===== config.mk =====
export PLATFORM = sky130hd
export DESIGN_NAME = lane_rotator
export DESIGN_NICKNAME = d
export VERILOG_FILES = /design/src/rtl/lane_rotator.sv
export SDC_FILE = /design/constraint.sdc
export NUM_CORES = 1
export LEC_CHECK = 0
export CORE_UTILIZATION = 65
export DETAILED_ROUTE_END_ITERATION = 10
export DONT_BUFFER_PORTS = 1
export PLACE_DENSITY = 0.81
export SLEW_MARGIN = 20
export SYNTH_ARGS = -nofsm -noshare
export SYNTH_HDL_FRONTEND = slang
export SYNTH_SLANG_ARGS = --single-unit

===== constraint.sdc =====
create_clock -name clk -period 6.13 [get_ports clk]
set_clock_uncertainty 0.05 [all_clocks]
set_input_delay 1.839 -clock clk [delete_from_list [all_inputs] [get_ports clk]]
set_output_delay 1.839 -clock clk [all_outputs]
set_load 0.02 [all_outputs]

===== src/rtl/lane_rotator.sv =====
// Rotates one lane by a rho-table or external offset, at most STEP bits per cycle.
// Handshake: accept in IDLE, result held in DONE until out_ready.
module lane_rotator #(
    parameter int W    = 64,
    parameter int STEP = 1
) (
    input  logic         clk,
    input  logic         rst,
    input  logic [W-1:0] lane,
    input  logic [4:0]   l_n,
    input  logic         ext_en,
    input  logic [5:0]   ext_off,
    input  logic         dir,
    input  logic         in_valid,
    output logic         in_ready,
    output logic         out_valid,
    input  logic         out_ready,
    output logic [W-1:0] rotated,
    output logic         err,
    output logic         busy
);

    localparam int LW = $clog2(W);
    localparam logic [LW:0] STEP_V = (LW+1)'(STEP);

    typedef enum logic [1:0] {IDLE, LOAD, ROTATE, DONE} state_t;

    state_t        state_reg, state_next;
    logic [W-1:0]  lane_reg;
    logic          dir_reg;
    logic [4:0]    ln_reg;
    logic          ext_en_reg;
    logic [5:0]    ext_off_reg;
    logic [LW:0]   rem_reg;
    logic          err_reg;

    logic [5:0]    tbl_entry;
    logic [LW:0]   off_sel;
    logic          lookup_err;
    logic [LW:0]   amt;
    logic [W-1:0]  lane_step;

    function automatic logic [5:0] rho_entry(input logic [4:0] idx);
        case (idx)
            5'd0:  rho_entry = 6'd0;
            5'd1:  rho_entry = 6'd1;
            5'd2:  rho_entry = 6'd62;
            5'd3:  rho_entry = 6'd28;
            5'd4:  rho_entry = 6'd27;
            5'd5:  rho_entry = 6'd36;
            5'd6:  rho_entry = 6'd44;
            5'd7:  rho_entry = 6'd6;
            5'd8:  rho_entry = 6'd55;
            5'd9:  rho_entry = 6'd20;
            5'd10: rho_entry = 6'd3;
            5'd11: rho_entry = 6'd10;
            5'd12: rho_entry = 6'd43;
            5'd13: rho_entry = 6'd25;
            5'd14: rho_entry = 6'd39;
            5'd15: rho_entry = 6'd41;
            5'd16: rho_entry = 6'd45;
            5'd17: rho_entry = 6'd15;
            5'd18: rho_entry = 6'd21;
            5'd19: rho_entry = 6'd8;
            5'd20: rho_entry = 6'd18;
            5'd21: rho_entry = 6'd2;
            5'd22: rho_entry = 6'd61;
            5'd23: rho_entry = 6'd56;
            5'd24: rho_entry = 6'd14;
            default: rho_entry = 6'd0;
        endcase
    endfunction

    // Doubling the word turns a rotate into a plain shift plus a slice.
    function automatic logic [W-1:0] rot_left(input logic [W-1:0] x, input logic [LW-1:0] s);
        logic [2*W-1:0] t;
        t = {x, x} << s;
        return t[2*W-1:W];
    endfunction

    function automatic logic [W-1:0] rot_right(input logic [W-1:0] x, input logic [LW-1:0] s);
        logic [2*W-1:0] t;
        t = {x, x} >> s;
        return t[W-1:0];
    endfunction

    always_comb begin
        tbl_entry  = rho_entry(ln_reg);
        off_sel    = '0;
        lookup_err = 1'b0;
        if (ext_en_reg) begin
            off_sel = {1'b0, ext_off_reg[LW-1:0]};
        end else if (ln_reg < 5'd25) begin
            off_sel = {1'b0, tbl_entry[LW-1:0]};
        end else begin
            lookup_err = 1'b1;
        end
    end

    // rem is always below W, so the step amount fits the LW-bit shifter.
    always_comb begin
        amt       = (rem_reg > STEP_V) ? STEP_V : rem_reg;
        lane_step = dir_reg ? rot_right(lane_reg, amt[LW-1:0])
                            : rot_left(lane_reg, amt[LW-1:0]);
    end

    always_comb begin
        state_next = state_reg;
        in_ready   = 1'b0;
        out_valid  = 1'b0;
        busy       = 1'b1;
        case (state_reg)
            IDLE: begin
                in_ready = 1'b1;
                busy     = 1'b0;
                if (in_valid) state_next = LOAD;
            end
            LOAD: begin
                state_next = (off_sel != '0) ? ROTATE : DONE;
            end
            ROTATE: begin
                if (rem_reg == amt) state_next = DONE;
            end
            DONE: begin
                out_valid = 1'b1;
                if (out_ready) state_next = IDLE;
            end
            default: state_next = IDLE;
        endcase
    end

    always_ff @(posedge clk) begin
        if (!rst) begin
            state_reg   <= IDLE;
            lane_reg    <= '0;
            dir_reg     <= 1'b0;
            ln_reg      <= '0;
            ext_en_reg  <= 1'b0;
            ext_off_reg <= '0;
            rem_reg     <= '0;
            err_reg     <= 1'b0;
        end else begin
            state_reg <= state_next;
            case (state_reg)
                IDLE: begin
                    if (in_valid) begin
                        lane_reg    <= lane;
                        dir_reg     <= dir;
                        ln_reg      <= l_n;
                        ext_en_reg  <= ext_en;
                        ext_off_reg <= ext_off;
                    end
                end
                LOAD: begin
                    rem_reg <= off_sel;
                    err_reg <= lookup_err;
                end
                ROTATE: begin
                    lane_reg <= lane_step;
                    rem_reg  <= rem_reg - amt;
                end
                default: ;
            endcase
        end
    end

    assign rotated = lane_reg;
    assign err     = err_reg;

endmodule


**Word-level counts from Yosys, hierarchy flattened**

Memories as Yosys holds them, arrays and structs flattened. A register that Yosys moved wholly into a read port is not among the register bits.
Cells that the tools add are included.
Widths: inputs -> output; s select.

- Logic and storage cells: 47
- Bits in read-only memories: 192
- Memories: 1
- Register bits: 87
- Bits of input ports: 81
- Output and inout port bits: 68

Memory list:

| memory | words | width | rd ports | clocked after Yosys merged registers in | write ports | line | text |
|---|---|---|---|---|---|---|---|
| (name not given) | 32 | 6 | 1 | 1 | 0 | 44 | `case (idx)` |

- Shifts and indexed selects: 2
- Magnitude comparators: 2
- Mux-type cells: 19
- Eq/ne operators: 7
- Reductions and logical operators: 7
- $add $sub $neg: 1

Operator list:

| cell | number |
|---|---|
| $mux 64 | 2 |
| $pmux 64 s2 | 1 |
| $shl 128x6->128 | 1 |
| $shr 128x6->64 | 1 |
| $pmux 7 s2 | 1 |
| $mux 6 | 2 |
| $mux 5 | 2 |
| $pmux 2 s4 | 1 |
| $eq 7x7->1 | 1 |
| $gt 7x1->1 const B | 1 |
| $mux 7 | 1 |
| $reduce_bool 7->1 | 1 |
| $sub 7x7->7 | 1 |
| $mux 1 | 6 |
| $mux 2 | 3 |
| $ne 2x2->1 const B | 3 |
| $lt 5x5->1 const B | 1 |
| $eq 2x2->1 const B | 2 |
| $reduce_and 2->1 | 2 |
| $reduce_bool 2->1 | 2 |
| $reduce_and 3->1 | 1 |
| $eq 2x1->1 const B | 1 |
| $logic_not 2->1 | 1 |

**Longest topological paths before layout**

Gate-level depths: netlist of the first run.

- Word-level depth: 6
- Gate-level depth with buffers: 11
- Depth with buffers taken out: 10

**Worst setup path before layout of the first run**

Ideal clock, no wire load.

- Path type: input port to flip-flop
- Start: in rst
- End: reg, netlist name tbl_entry[3]
- Setup time: 0.079 ns
- Path buffers: 1
- Slack: 2.666 ns
- Stages: 7
- Required time: 6.001 ns
- Arrival: 3.334 ns
- Cells stage by stage: buf_2 and4_1 a31oi_1 ha_1 nor3b_1 a211o_1 a211oi_2

- Longest elaborated chain between the ends: 1

RTL lines:

| item | line | text |
|---|---|---|
| start: declaration | 8 | `input logic rst,` |
| $mux 5 (no source line) | -- |  |

No other way between the ends.
A chain may end at the register's enable or synchronous reset.

**Final worst setup path of the first run**

- Start: reg state_reg[0]
- End: out busy

- Longest elaborated chain between the ends: 2

RTL lines:

| item | line | text |
|---|---|---|
| start: declaration | 28 | `state_t state_reg, state_next;` |
| start signal: assignment | 143 | `state_reg <= state_next;` |
| $logic_not 2->1 | 112 | `case (state_reg)` |
| $mux 1 | 112 |  |
| end: declaration | 20 | `output logic busy` |

No other way between the ends.

==> results of run 1 <==
## cells in the mapped netlist (2+ instances only)
master	n	area share (%)
ha_1	11	2.7
a31o_2	2	0.34
buf_2	21	2.0
nand3_1	10	0.98
o211ai_1	3	0.44
inv_1	10	0.73
o211a_1	2	0.39
a222oi_1	64	12
buf_6	2	0.44
xor2_1	3	0.51
and3_1	3	0.37
a31oi_1	7	0.85
or4_1	2	0.29
o21ai_1	3	0.29
a21boi_0	9	1.3
o21ai_2	2	0.34
clkbuf_1	19	1.4
or3_1	2	0.24
mux2i_1	4	0.78
a21oi_1	6	0.59
o31ai_1	3	0.44
inv_2	3	0.22
o21ai_0	13	1.3
nor2_1	13	0.95
nor3b_1	4	0.59
nor3_1	5	0.49
dfxtp_1	93	36
buf_4	2	0.29
nand2_1	38	2.8
nand4_1	4	0.49
mux2_2	64	14
nor2b_1	68	8.3
a211o_1	2	0.34
o21a_1	2	0.29
## power groups by stage
stage	registers, uW	logic [uW]	clock network (uW)
after floorplan	1040	968	0
after global placement	1100	1060	0
after detailed placement	1110	1100	0
after CTS	1100	1100	437
after global routing	1130	1230	464
final	1100	1110	428
## worst max path at each step
| stage | to | cells past startpoint |
|---|---|---|
| 2_1_floorplan | tbl_entry[3] | 7 |
| 3_3_place_gp | rotated[19] | 5 |
| 3_5_place_dp | rotated[11] | 5 |
| 4_1_cts | busy | 3 |
| 5_1_grt | busy | 3 |
| 6_report | busy | 3 |
## stage by stage
stage | utilization [%] | cells
floorplan | - | 527
global placement | 66.2 | 589
detailed placement | 66.2 | 589
global route | 69.0 | 606
finish | 69.0 | 606
CTS | 68.9 | 605
## area by class of cell
type | count | area (sq um) | share of cell area [%]
Multi-Input combinational cell | 376 | 3010 | 56.8
Sequential cell | 93 | 1860 | 35.1
Tap cell | 102 | 128 | 2.41
Clock buffer | 9 | 124 | 2.33
Clock inverter | 7 | 82.6 | 1.56
Inverter | 14 | 55.1 | 1.04
Timing Repair Buffer | 5 | 41.3 | 0.778
## worst register-to-register path, stage by stage (launching register included)
cell,delay [ns]
dfxtp_1,0.36
inv_1,0.10
ha_1,0.58
nand2_1,0.55
a31oi_1,0.68
ha_1,0.35
nor3b_1,0.07
a211o_1,0.25
a211oi_2,0.19
## per-layer routing
layer	routed length [um]	up-vias	global-route usage, %
met5	0	-	0
met4	224	0	8.60
met3	948	21	7.58
met2	5790	187	45.2
met1	5170	2077	37.3
li1	-	1992	-
## kinds of logic after synthesis
group,Yosys count
xor+xnor,4
compound gates,136
buf+inv,58
fa+ha+maj,11
flops,93
mux,68
simple gates,157
==> results.txt, run 1 <==
status = finished clean
Final period util = 58.7%
Int Power = 1450 uW
clk slew on worst S/H paths = 0.09 ns
synthesis-to-layout area growth = 3.47%
Slew @ Worst Pin = 0.737 ns
WP buf/inv = 2
# DRC = 0
Synth Cell Area = 0.00513 sq mm
CTS tree = done
fin. max-slew vios = 0
RSZ-0062 raised after global routing = no
startpoint types = register
adder-cell area share of the yosys netlist = 2.68%
vias in the first global route = 3877
Yosys warning count = 0
CP Class = register to output pin
commonest non-fill, non-tap cell in the layout = dfxtp_1
Die W = 90.8 um
P per Cell Area = 498 mW/mm^2
ys flop type = dfxtp_1
Clock Latency Late Sink = 0.36 ns
clock sinks = 93
Setup TNS = 0 ns
WL/cell = 20.0 um
Critical Path Fanout Max = 14
Rows = 32
Seq/Total Area, Yosys = 36.3%
main combinational cell family by area after synthesis = compound AO/OA/AOI/OAI gates
final WL = 12100 um
hold buffer count at cts = 0
initial antenna violation count = 0
Layout fillers = 597
PortBufs = 0
maximum vdd drop = 0.271 mV
CP peak stage delay = 0.58 ns
CTS resizes = 0
Crit. Startpoint = state_reg[0]
Vias = 4277
Worst Hold Depth = 2
EDFF count, synth = 0
critical path, cell by cell = inv_1 -> ha_1 -> inv_1
commonest cells after routing, fill and taps aside = dfxtp_1, nor2b_1, mux2_2, a222oi_1, nand2_1
final setup fails = 0
Initial Utilization = 66.7%
DRT Pass-1 Iters = 7
fraction of layout cells with a size suffix above 1 = 20.6%
Crit path max-delay family = adder cells
total track usage = 28.3%
CP arrival = 1.71 ns
CTS Buf Count = 9
largest net degree at the start of global routing = 102
slew margin rel. = 50.8%
Required @ worst endpoint = 4.24 ns
post-synth net total = 619
sequential share of power = 41.7%
number of synthesized register bits = 93
final hold viol count = 0
mux contribution to synthesized area = 14.8%
htree depth = 3
Final Critical Period = 3.60 ns
Core Region = 0.00769 sq mm
post-route ant nets = 0
Placement Cell Area = 0.00509 sq mm
design area = 0.00531 sq mm
worst reg2reg endpoint = tbl_entry[3]
Final Wtd Congestion = 0.948
Max Buffers Root-to-Sink = 2
Clock Power Share = 16.2%
DR vias/cell = 7.06
setup ws final = 2.53 ns
diode count = 0
initial DRC count = 520
most used cell, CP = inv_1
Post-Place Worst Slack = 2.25 ns
Hold EP = ext_off_reg[4]
r2r startpoint = state_reg[0]
Nets = 591
Synth Area per Inst = 9.73 sq um
worst hold start = ext_off_reg[4]
max_cap viols = 0
sw frac = 45.2%
setup repair bufs after CTS = 0
critical path capture point type = output pin
num ports = 149
overall power = 2640 uW
post-synthesis xor/xnor area fraction = 0.683%
GRT overflow = 0
WHS = 0.437 ns
CP max-delay cell = ha_1
root buffer cell = clkbuf_8
Leakage = 0.00200 uW
net load switching power = 1200 uW
Mapped Cells = 527
first-pass GRT wire length = 19300 um
Hold WC Path Type = register to register
Gate power share = 42.1%
Synth Area in Compound Gates = 23.1%
maximum clock rate = 278 MHz
Post-synth ARST share = 0%
die height = 90.8 um
post-synthesis simple-gate area fraction = 17.1%
flop2flop setup slack = 2.87 ns
die area = 0.00825 sq mm
max FFs per register = 64
Worst R2R Path Depth = 8
DPL Wire Length = 7990 um
Netlist cell types = 62
Note: power is estimated with default switching activity, not from simulation.
==> run 2, diff against run 1 <==
--- a/config.mk
+++ b/config.mk
@@ -5,10 +5,10 @@
 export SDC_FILE = /design/constraint.sdc
 export NUM_CORES = 1
 export LEC_CHECK = 0
-export CORE_UTILIZATION = 65
+export CORE_UTILIZATION = 58
 export DETAILED_ROUTE_END_ITERATION = 10
 export DONT_BUFFER_PORTS = 1
-export PLACE_DENSITY = 0.81
+export PLACE_DENSITY = 0.76
 export SLEW_MARGIN = 20
 export SYNTH_ARGS = -nofsm -noshare
 export SYNTH_HDL_FRONTEND = slang
==> constraint.sdc (replaced) <==
create_clock -name clk -period 3.3 [get_ports clk]
set_clock_uncertainty 0.05 [all_clocks]
set_input_delay 0.99 -clock clk [delete_from_list [all_inputs] [get_ports clk]]
set_output_delay 0.99 -clock clk [all_outputs]
set_load 0.02 [all_outputs]
==> run 2 against run 1 <==
Critical path depth up 5. Global-route usage is 2.9 points lower. Sequential share of layout area fell by 0.40 points. Critical path type is now register to register.
==> results.txt, run 2 (synthesis results as in run 1) <==
design area = 0.00537 sq mm (+1.2%)
CTS Buf Count = 9 (unchanged)
DRT Pass-1 Iters = 8 (+1)
htree depth = 3 (unchanged)
fin. max-slew vios = 0 (unchanged)
flop2flop setup slack = 0.50 ns (-2.37 ns)
P per Cell Area = 947 mW/mm^2 (+90%)
maximum clock rate = 357 MHz
post-route ant nets = 0 (unchanged)
die height = 96.0 um (+5.7%)
die area = 0.00922 sq mm (+12%)
WL/cell = 20.4 um (+2.0%)
Gate power share = 41.6% (-0.5 points)
Final Wtd Congestion = 0.953 (+0.54%)
status = finished clean
clk slew on worst S/H paths = 0.09 ns (about the same)
initial antenna violation count = 0 (unchanged)
worst hold start = ext_off_reg[2]
commonest cells after routing, fill and taps aside = dfxtp_1, nor2b_1, mux2_2, a222oi_1, nand2_1
Setup TNS = 0 ns (unchanged)
root buffer cell = clkbuf_8
Required @ worst endpoint = 3.48 ns (-0.76 ns)
Initial Utilization = 61.2% (-5.5 points)
Die W = 96.0 um (+5.7%)
Worst Hold Depth = 2 (unchanged)
final hold viol count = 0 (unchanged)
slew margin rel. = 54.7% (+3.8 points)
Core Region = 0.00838 sq mm (+9.0%)
CP Class = register to register
Max Buffers Root-to-Sink = 2 (unchanged)
total track usage = 25.4% (-2.9 points)
worst reg2reg endpoint = rotated[42]
RSZ-0062 raised after global routing = no
DR vias/cell = 6.91 (-2.0%)
max_cap viols = 0 (unchanged)
Nets = 594 (+0.51%)
diode count = 0 (unchanged)
clock sinks = 93 (unchanged)
Core Util, Final = 64.0% (-5.0 points)
synthesis-to-layout area growth = 4.66%
final setup fails = 0 (unchanged)
max FFs per register = 64 (unchanged)
largest net degree at the start of global routing = 102 (unchanged)
Rows = 33 (+3.1%)
CP arrival = 2.98 ns (+1.27 ns)
GRT overflow = 0 (unchanged)
net load switching power = 2220 uW (+85%)
Final period util = 84.9%
num ports = 149 (unchanged)
Hold WC Path Type = register to register
CTS resizes = 0 (unchanged)
initial DRC count = 532 (+2.3%)
Placement Cell Area = 0.00512 sq mm (+0.66%)
Final Critical Period = 2.80 ns
# DRC = 0 (unchanged)
Hold EP = ext_off_reg[2]
sw frac = 43.6% (-1.6 points)
hold buffer count at cts = 0 (unchanged)
Vias = 4225 (-1.2%)
Critical Path Fanout Max = 64 (+50)
maximum vdd drop = 0.384 mV (+41%)
DPL Wire Length = 8250 um (+3.3%)
final WL = 12500 um (+2.8%)
Slew @ Worst Pin = 0.680 ns (-0.0576 ns)
setup repair bufs after CTS = 0 (unchanged)
critical path capture point type = register
vias in the first global route = 3789 (-2.3%)
Clock Power Share = 18.3% (+2.1 points)
sequential share of power = 40.1% (-1.6 points)
Clock Latency Late Sink = 0.35 ns (about the same)
r2r startpoint = state_reg[0]
commonest non-fill, non-tap cell in the layout = dfxtp_1
startpoint types = register
CTS tree = done
Worst R2R Path Depth = 8 (unchanged)
fraction of layout cells with a size suffix above 1 = 20.9% (+0.31 points)
first-pass GRT wire length = 18500 um (-4.3%)
PortBufs = 0 (unchanged)
Leakage = 0.00204 uW (+1.9%)
Int Power = 2870 uW (+98%)
## run 2: area by class of cell
type	count	area (sq um)
fill	698	3020
multi-input combinational	376	3010
sequential	93	1860
clock buffer	10	138
tap	105	131
clock inverter	5	108
timing repair buffer	8	60.1
inverter	14	55.1
## run 2: worst max path at each step
stage / from / slack (ns) / to
finish: state_reg[0] / 0.50 / rotated[42]
global route: state_reg[0] / 0.30 / rotated[42]
CTS: state_reg[0] / 0.52 / rotated[42]
detailed placement: state_reg[0] / 0.53 / rotated[42]
global placement: state_reg[0] / 0.64 / tbl_entry[3]
floorplan: rst / 0.69 / tbl_entry[3]
## run 2: metrics by stage
step	cells	setup slack, ns	hold slack [ns]	power (uW)
3_3_place_gp	596	0.645	0.421	4070
3_5_place_dp	596	0.533	0.431	4150
2_1_floorplan	527	0.685	0.399	3730
6_report	611	0.497	0.439	5080
5_1_grt	611	0.303	0.470	5400
4_1_cts	611	0.517	0.443	5070
## run 2: power by group through the flow
stage	Clock (uW)	Sequential (uW)	Combinational (uW)
after floorplan	0	1930	1800
after global placement	0	2050	2020
after detailed placement	0	2060	2080
after CTS	942	2040	2090
after global routing	984	2100	2320
final	928	2040	2110
## run 2: layer usage
layer	part of all wire, %	wire, um	vias to the layer above	GRT usage (%)
met4	1.1	131	0	7.59
li1	-	-	1991	-
met1	42	5230	2015	33.0
met2	48	5980	207	42.4
met3	9.0	1120	12	4.90
met5	0	0	-	0
## run 2: critical path, stage by stage (launching register included)
cell and delay [ns]:
dfxtp_1 0.36, inv_1 0.12, ha_1 0.58, inv_1 0.31, nor2_1 0.32, a311oi_4 0.07, buf_4 0.37, a222oi_1 0.40
nor2b_1 0.09
==> run 3, diff against run 2 <==
==> constraint.sdc (replaced) <==
create_clock -name clk -period 2.5 [get_ports clk]
set_clock_uncertainty 0.05 [all_clocks]
set_input_delay 0.75 -clock clk [delete_from_list [all_inputs] [get_ports clk]]
set_output_delay 0.75 -clock clk [all_outputs]
set_load 0.02 [all_outputs]
==> run 3 against run 2 <==
Utilization increased by 1.4 points. Cell area increased by 2.2%. Register-to-register slack got worse by 0.27 ns. Highest routed layer unchanged. Global-route usage decreased by 0.56 points. Final cell count increased by 1.6%. Sequential power increased by 30%. Flip-flop and latch count unchanged. Hold slack got worse by 0.0038 ns. First-iteration DRC count decreased by 25%. Worst setup slack got worse by 0.27 ns. Fmax increased by 23%.
==> results.txt, run 3 (synthesis results as in run 1) <==
fraction of layout cells with a size suffix above 1 = 22.5% (+1.5 points)
critical path, cell by cell = inv_1 -> ha_1 -> buf_4 -> and2_4 -> o21ai_2 -> inv_1 -> ha_1 -> a21oi_2 -> nand3_1 -> and3_1
final WL = 12600 um (+0.89%)
hold buffer count at cts = 0 (unchanged)
initial antenna violation count = 0 (unchanged)
r2r startpoint = state_reg[1]
net load switching power = 2980 uW (+35%)
PortBufs = 0 (unchanged)
WL/cell = 20.3 um (-0.73%)
DPL Wire Length = 8280 um (+0.36%)
# DRC = 0 (unchanged)
critical path capture point type = register
final setup fails = 0 (unchanged)
Slew @ Worst Pin = 0.941 ns (+0.262 ns)
Setup TNS = 0 ns (unchanged)
clk slew on worst S/H paths = 0.09 ns (about the same)
clock sinks = 93 (unchanged)
Required @ worst endpoint = 2.69 ns (-0.79 ns)
commonest non-fill, non-tap cell in the layout = dfxtp_1
Max Buffers Root-to-Sink = 2 (unchanged)
Vias = 4272 (+1.1%)
Final period util = 91.0% (+6.1 points)
DR vias/cell = 6.88 (-0.52%)
initial DRC count = 399 (-25%)
CTS Buf Count = 9 (unchanged)
diode count = 0 (unchanged)
CTS tree = done
Clock Latency Late Sink = 0.36 ns (about the same)
maximum vdd drop = 0.964 mV (+150%)
Crit. Startpoint = state_reg[1]
vias in the first global route = 3678 (-2.9%)
Layout fillers = 658 (-5.7%)
Final Critical Period = 2.27 ns (-0.528 ns)
Post-Place Worst Slack = 0.0401 ns (-0.493 ns)
worst hold start = ext_off_reg[4]
max_cap viols = 0 (unchanged)
sw frac = 43.3% (-0.34 points)
synthesis-to-layout area growth = 7.00%
CP peak stage delay = 0.38 ns (-0.20 ns)
Int Power = 3910 uW (+36%)
sequential share of power = 38.6% (-1.5 points)
GRT overflow = 0 (unchanged)
status = finished clean
Initial Utilization = 61.2% (unchanged)
max FFs per register = 64 (unchanged)
placed cells = 601 (+0.84%)
num ports = 149 (unchanged)
Core Region = 0.00838 sq mm (unchanged)
Die W = 96.0 um (unchanged)
commonest cells after routing, fill and taps aside = dfxtp_1, nor2b_1, mux2_2, a222oi_1, nand2_1
WP buf/inv = 3 (unchanged)
met3 Usage GRT = 5.69% (+0.79 points)
CTS resizes = 0 (unchanged)
Crit path max-delay family = adder cells
WHS = 0.435 ns (-0.00380 ns)
GRT busiest layer = met2
Finished Layout Cells = 621 (+1.6%)
CP Class = register to register
largest net degree at the start of global routing = 102 (unchanged)
fin. max-slew vios = 0 (unchanged)
setup ws final = 0.225 ns (-0.272 ns)
M1 GR Usage = 31.9% (-1.2 points)
Gate power share = 43.3% (+1.7 points)
die area = 0.00922 sq mm (unchanged)
root buffer cell = clkbuf_8
total track usage = 24.8% (-0.56 points)
startpoint types = register
CP max-delay cell = dfxtp_1
DRT Pass-1 Iters = 7 (-1)
Core Util, Final = 65.5% (+1.4 points)
maximum clock rate = 440 MHz (+23%)
die height = 96.0 um (unchanged)
post-route ant nets = 0 (unchanged)
CP arrival = 2.47 ns (-0.51 ns)
slew margin rel. = 37.2% (-17 points)
Final Wtd Congestion = 0.934 (-2.0%)
RSZ-0062 raised after global routing = no
Hold WC Path Type = register to register
met2 global-route usage = 40.6% (-1.8 points)
P per Cell Area = 1260 mW/mm^2 (+33%)
htree depth = 3 (unchanged)
Leakage = 0.00209 uW (+2.5%)
setup repair bufs after CTS = 0 (unchanged)
final hold viol count = 0 (unchanged)
Rows = 33 (unchanged)
Critical Path Fanout Max = 13 (-80%)
first-pass GRT wire length = 18000 um (-2.4%)
Nets = 603 (+1.5%)
Clock Power Share = 18.2% (about the same)
## run 3: cell types whose count changed in the layout (fill, tap and decap cells not counted), sizes merged
cell,change
clkinv,-1
clkinvlp,+1
inv,+1
buf,+8
a311oi,+1
## run 3: final timing paths
kind                                  endpoint  slack, ns  cells past startpoint
worst max-delay path              tbl_entry[5]       0.23                     10
worst min-delay path            ext_off_reg[4]       0.44                      2
worst max register to register    tbl_entry[5]       0.23                     10
worst min register to register  ext_off_reg[4]       0.44                      2
## run 3: worst reg2reg max path, delay by kind of cell (launching register included)
family / cells / cell delay (ns)
adders and majority gates: 2 / 0.51
and+or+nand+nor: 3 / 0.50
buffers and inverters: 3 / 0.42
DFF: 1 / 0.38
AOI/OAI and AO/OA: 2 / 0.31
## run 3: final cells by class
| type | instances | area [sq um] | area share (%) |
|---|---|---|---|
| clock buffers | 10 | 138 | 2.51 |
| clock inverters | 6 | 115 | 2.10 |
| inverters | 14 | 55.1 | 1.00 |
| multi-input cells | 377 | 3030 | 55.2 |
| flip-flops and latches | 93 | 1860 | 34.0 |
| well taps | 105 | 131 | 2.39 |
| repair buffers | 16 | 158 | 2.87 |
## run 3: power groups by stage
stage          Clock (uW)  Sequential, uW  Combinational, uW
6_report             1250            2660               2980
5_1_grt              1330            2720               3280
4_1_cts              1270            2650               2890
3_5_place_dp            0            2690               2880
3_3_place_gp            0            2670               2790
2_1_floorplan           0            2540               2370
## run 3: stage by stage
stage	power [uW]	instance area [sq um]
floorplan	4920	5130
global placement	5460	5200
detailed placement	5570	5200
CTS	6810	5450
global route	7320	5490
finish	6890	5490
## run 3: routing by layer
layer,vias up,share of wire [%]
met1,2066,42
met4,0,1.4
li1,2017,-
met2,173,49
met3,16,8.2
met5,-,0
